File: config.mk
export PLATFORM = sky130hd
export DESIGN_NAME = hazard_scoreboard
export DESIGN_NICKNAME = d
export VERILOG_FILES = /design/src/rtl/hazard_pkg.sv /design/src/rtl/hazard_match.sv /design/src/rtl/hazard_scoreboard.sv
export SDC_FILE = /design/constraint.sdc
export NUM_CORES = 1
export LEC_CHECK = 0
export ABC_AREA = 1
export CORE_ASPECT_RATIO = 0.5
export CORE_MARGIN = 10
export CORE_UTILIZATION = 53
export DETAILED_ROUTE_END_ITERATION = 6
export GPL_ROUTABILITY_DRIVEN = 1
export PLACE_DENSITY_LB_ADDON = 0.05
export SLEW_MARGIN = 20
export SYNTH_ARGS = -nofsm -noshare
export SYNTH_HDL_FRONTEND = slang
export SYNTH_HIERARCHICAL = 1
export SYNTH_SLANG_ARGS = --single-unit
File: constraint.sdc
create_clock -name clk -period 3.2 [get_ports clk]
set_clock_uncertainty 0.15 [all_clocks]
set_input_delay 0.8 -clock clk [delete_from_list [all_inputs] [get_ports clk]]
set_output_delay 0.8 -clock clk [all_outputs]
set_load 0.05 [all_outputs]
File: src/rtl/hazard_pkg.sv
// Shared types for the hazard scoreboard.
// slot_t is one shadow-pipe entry describing an in-flight instruction that may still write a
// register or the NZ flags. The rd field is sized for the largest supported register file and
// narrower register numbers are zero-extended before comparison.
package hazard_pkg;

  // Supports register files of up to 32 entries.
  localparam int unsigned SLOT_RD_W = 5;

  typedef struct packed {
    logic                 valid;
    logic                 rd_en;
    logic [SLOT_RD_W-1:0] rd;
    logic                 is_load;
    logic                 flag_wr;
  } slot_t;

  localparam slot_t SLOT_BUBBLE = '0;

  // Forward-select value meaning "read the register file".
  localparam int unsigned FWD_RF = 0;

endpackage

File: src/rtl/hazard_match.sv
// Youngest-match priority encoder for one source operand.
// Ports:
//   slots_i    - shadow pipe, index 0 = execute (youngest)
//   src_en_i   - source operand is actually read
//   src_i      - source register number
//   idx_o      - index of the youngest slot writing src_i (0 when no match)
//   match_o    - some valid slot writes src_i
//   load_use_o - the youngest match is a load still in slot 0
module hazard_match
  import hazard_pkg::*;
#(
  parameter int unsigned DEPTH = 3,
  parameter int unsigned REG_W = 3,
  parameter int unsigned SEL_W = 2
) (
  input  slot_t [DEPTH-1:0] slots_i,
  input  logic              src_en_i,
  input  logic [REG_W-1:0]  src_i,
  output logic [SEL_W-1:0]  idx_o,
  output logic              match_o,
  output logic              load_use_o
);

  always_comb begin
    idx_o      = '0;
    match_o    = 1'b0;
    load_use_o = 1'b0;
    // Scan oldest to youngest so the lowest matching index is the one left standing.
    for (int k = int'(DEPTH) - 1; k >= 0; k--) begin
      if (src_en_i && slots_i[k].valid && slots_i[k].rd_en &&
          slots_i[k].rd == SLOT_RD_W'(src_i)) begin
        match_o = 1'b1;
        idx_o   = SEL_W'(k);
      end
    end
    load_use_o = match_o && (idx_o == '0) && slots_i[0].is_load;
  end

endmodule

File: src/rtl/hazard_scoreboard.sv
// Hazard detection and forwarding select for the decode stage.
// Keeps a shadow pipe of issued instructions and decides each cycle whether the decode
// instruction stalls and which stage feeds each source operand.
// Ports:
//   clk, reset             - clock, asynchronous active-high reset
//   dec_*                  - decode-stage instruction fields
//   flush                  - taken branch, kills the decode instruction this cycle
//   stall_out              - hold PC and decode register
//   fwd_a_sel / fwd_b_sel  - 0 = register file, k = result of slot k-1
//   stall_count            - saturating count of stall cycles
module hazard_scoreboard
  import hazard_pkg::*;
#(
  parameter int unsigned NUM_REGS   = 8,
  parameter int unsigned DEPTH      = 3,
  parameter int unsigned FWD_EN     = 1,
  parameter int unsigned FLAG_STAGE = 1,
  parameter int unsigned CNT_W      = 16,
  localparam int unsigned REG_W     = $clog2(NUM_REGS),
  localparam int unsigned SEL_W     = $clog2(DEPTH + 1)
) (
  input  logic             clk,
  input  logic             reset,
  input  logic             dec_valid,
  input  logic             dec_rs_a_en,
  input  logic             dec_rs_b_en,
  input  logic [REG_W-1:0] dec_rs_a,
  input  logic [REG_W-1:0] dec_rs_b,
  input  logic             dec_rd_en,
  input  logic [REG_W-1:0] dec_rd,
  input  logic             dec_is_load,
  input  logic             dec_flag_rd,
  input  logic             dec_flag_wr,
  input  logic             flush,
  output logic             stall_out,
  output logic [SEL_W-1:0] fwd_a_sel,
  output logic [SEL_W-1:0] fwd_b_sel,
  output logic [CNT_W-1:0] stall_count
);

  slot_t [DEPTH-1:0] slot_q, slot_d;
  logic  [CNT_W-1:0] stall_count_q, stall_count_d;

  logic [SEL_W-1:0] idx_a, idx_b;
  logic             match_a, match_b;
  logic             load_use_a, load_use_b;
  logic             hazard_a, hazard_b, hazard_flag;
  logic             issue;

  hazard_match #(
    .DEPTH(DEPTH),
    .REG_W(REG_W),
    .SEL_W(SEL_W)
  ) u_match_a (
    .slots_i   (slot_q),
    .src_en_i  (dec_rs_a_en),
    .src_i     (dec_rs_a),
    .idx_o     (idx_a),
    .match_o   (match_a),
    .load_use_o(load_use_a)
  );

  hazard_match #(
    .DEPTH(DEPTH),
    .REG_W(REG_W),
    .SEL_W(SEL_W)
  ) u_match_b (
    .slots_i   (slot_q),
    .src_en_i  (dec_rs_b_en),
    .src_i     (dec_rs_b),
    .idx_o     (idx_b),
    .match_o   (match_b),
    .load_use_o(load_use_b)
  );

  // NZ is never forwarded, so a pending flag write in the youngest slots always blocks.
  always_comb begin
    hazard_flag = 1'b0;
    for (int j = 0; j < int'(DEPTH); j++) begin
      if (j < int'(FLAG_STAGE) && slot_q[j].valid && slot_q[j].flag_wr) begin
        hazard_flag = dec_flag_rd;
      end
    end
  end

  always_comb begin
    if (FWD_EN != 0) begin
      hazard_a = load_use_a;
      hazard_b = load_use_b;
    end else begin
      hazard_a = match_a;
      hazard_b = match_b;
    end
    stall_out = dec_valid && !flush && (hazard_a || hazard_b || hazard_flag);
    issue     = dec_valid && !stall_out && !flush;

    fwd_a_sel = SEL_W'(FWD_RF);
    fwd_b_sel = SEL_W'(FWD_RF);
    if (FWD_EN != 0 && dec_valid && !stall_out) begin
      if (match_a && !load_use_a) fwd_a_sel = idx_a + SEL_W'(1);
      if (match_b && !load_use_b) fwd_b_sel = idx_b + SEL_W'(1);
    end
  end

  always_comb begin
    slot_d = slot_q;
    for (int i = 1; i < int'(DEPTH); i++) begin
      slot_d[i] = slot_q[i-1];
    end
    // Stalled or flushed cycles push a bubble while older entries keep draining.
    if (issue) begin
      slot_d[0].valid   = 1'b1;
      slot_d[0].rd_en   = dec_rd_en;
      slot_d[0].rd      = SLOT_RD_W'(dec_rd);
      slot_d[0].is_load = dec_is_load;
      slot_d[0].flag_wr = dec_flag_wr;
    end else begin
      slot_d[0] = SLOT_BUBBLE;
    end

    stall_count_d = stall_count_q;
    if (stall_out && stall_count_q != {CNT_W{1'b1}}) begin
      stall_count_d = stall_count_q + CNT_W'(1);
    end
  end

  always_ff @(posedge clk or posedge reset) begin
    if (reset) begin
      slot_q        <= {DEPTH{SLOT_BUBBLE}};
      stall_count_q <= '0;
    end else begin
      slot_q        <= slot_d;
      stall_count_q <= stall_count_d;
    end
  end

  assign stall_count = stall_count_q;

endmodule
==> results.json <==
{
  "outcome": "finished, final reports clean",
  "grtUsageTotal": 0.175,
  "ir_drop_mv": 0.271,
  "start_util": 0.546,
  "hp-class": "flop to flop",
  "r2r-start": "slot_d[13]$_DFF_PP0_",
  "postRouteAntennaNets": 0,
  "grt_max_degree": 34,
  "worstReg2RegEnd": "stall_count[2]$_DFFE_PP0P_",
  "cp-start-kind": "input port",
  "grt_pass1_vias": 2141,
  "drt-pass1-iter-count": 5,
  "slew_headroom": 0.662,
  "synth_area_per_cell_um2": 6.71,
  "clock_sinks": 33,
  "postCtsHoldBufs": 0,
  "worst-path-max-fanout": 5,
  "cp_data_required_time_ns": 2.25,
  "r2r_cells": 13,
  "leakagePower_uw": 0.00147,
  "areaGrowthSynthToFinish_pct": 42.1,
  "coreArea_um2": 3880,
  "seq_area_um2": 826,
  "multiInputGateArea_um2": 1230,
  "crit_path_end_kind": "output port",
  "vias": 2256,
  "gr-total-overflow": 0,
  "antenna_found_initial": 0,
  "final_cell_mix": "nand2_1 (107), inv_1 (46), nor2_1 (42)",
  "numCtsBuffers": 5,
  "arrival_ns": 2.20,
  "dp_slack_ns": -0.392,
  "dp_hpwl_um": 4100,
  "hold_depth": 0,
  "die_w_um": 109,
  "h-tree-depth": 2,
  "gp_congestion": 0.896,
  "worst_slew_pin_slew_ns": 0.506,
  "clkLatencyLatePin_ns": 0.29,
  "final_common_cell": "nand2_1",
  "route.detailed.drc": 0,
  "fill_cells": 283,
  "p_per_area_nw_per_um2": 301,
  "hp-start": "slot_d[21]$_DFF_PP0_",
  "rrSetupSlack_ns": 0.83,
  "fin_util": 0.776,
  "grt_pass1_wl_um": 9990,
  "num_rows": 16,
  "io_pins": 40,
  "syn_inst": 316,
  "cts_root_buffer": "clkbuf_8",
  "cap_viol_max_count": 0,
  "fin_crit_ns": 3.15,
  "fmax_ghz": 0.317,
  "min_delay_worst_endpoint": "slot_q[21]$_DFF_PP0_",
  "drive_above_1_share": 0.212,
  "routed_via_density": 5.01,
  "worst-setup-path-type": "input port to output port",
  "setup_viol": 0,
  "post-route-period-util": 0.985,
  "antenna_cells": 0,
  "hold_viol_final": 0,
  "yosys_warnings": 6,
  "die_y_um": 64.7,
  "layout_setup_ws_ns": 0.0477,
  "wl_um": 6270,
  "drtIter0Drc": 108,
  "port_buffers": 39,
  "nets": 415,
  "slew_violations": 0,
  "clockBufferDepth": 2,
  "wl_per_cell_um": 13.9,
  "die-area_um2": 7090,
  "path_clk_slew_ns": 0.07,
  "syn-cell-area_um2": 2120,
  "cts_tree": "yes"
}
-- through the flow --
stage / TNS (ns) / instance area [µm²] / hold slack [ns] / power (µW) / std cells
global placement: -1.44 / 2730 / 0.231 / 547 / 428
CTS: 0 / 2990 / 0.256 / 907 / 447
floorplan: -1.14 / 2160 / 0.209 / 499 / 327
detailed placement: -1.84 / 2730 / 0.240 / 550 / 428
finish: 0 / 3010 / 0.253 / 908 / 450
global route: -0.0280 / 3010 / 0.263 / 945 / 450
-- layer usage --
layer | part of all wire | track usage | wire [µm] | vias up
met5 | 0 | 0 | 0 | -
met4 | 0.026 | 0.0565 | 165 | 0
met3 | 0.074 | 0.0523 | 464 | 18
met2 | 0.50 | 0.303 | 3120 | 86
met1 | 0.40 | 0.205 | 2510 | 1049
li1 | - | - | - | 1103
-- state kept, by name, indices dropped and copies added (netlist names) --
name	count
slot_d	12
stall_count	16
slot_q	5
-- how the worst max path moves through the flow --
stage	start	depth (start not counted)	endpoint
2_1_floorplan	dec_rs_b[0]	11	fwd_a_sel[0]
3_3_place_gp	dec_rs_b[1]	12	fwd_a_sel[0]
3_5_place_dp	dec_rs_a[1]	12	fwd_b_sel[0]
4_1_cts	dec_rs_a[0]	10	fwd_a_sel[1]
5_1_grt	dec_rs_b[0]	13	fwd_a_sel[1]
6_report	dec_rs_a[1]	13	fwd_a_sel[1]
-- power breakdown --
| part | switching (µW) | internal (µW) |
|---|---|---|
| clock | 163 | 195 |
| sequential | 11.5 | 428 |
| combinational | 66.9 | 43.9 |
| total | 241 | 666 |
-- cell type report --
type,instances,share of cell area
Inverter,55,0.0685
Clock buffer,7,0.0320
Timing Repair Buffer,63,0.193
Sequential cell,33,0.274
Multi-Input combinational cell,237,0.408
Clock inverter,1,0.00166
Tap cell,54,0.0224
-- what timing repair did --
item,CTS,global route
buffers inserted,11,3
pin swaps,9,9
gates resized for setup,31,22
setup endpoints to repair,5,5
-- worst max-delay path: stages --
cell	delay [ns]
clkbuf_4	0.15
inv_2	0.06
nand2_1	0.04
nand2_1	0.09
nor2_2	0.05
nand3_2	0.11
nor2_4	0.06
buf_4	0.12
buf_4	0.12
inv_1	0.08
nand2_2	0.11
nor3_4	0.23
buf_12	0.17
(Power assumes the default switching activity.)
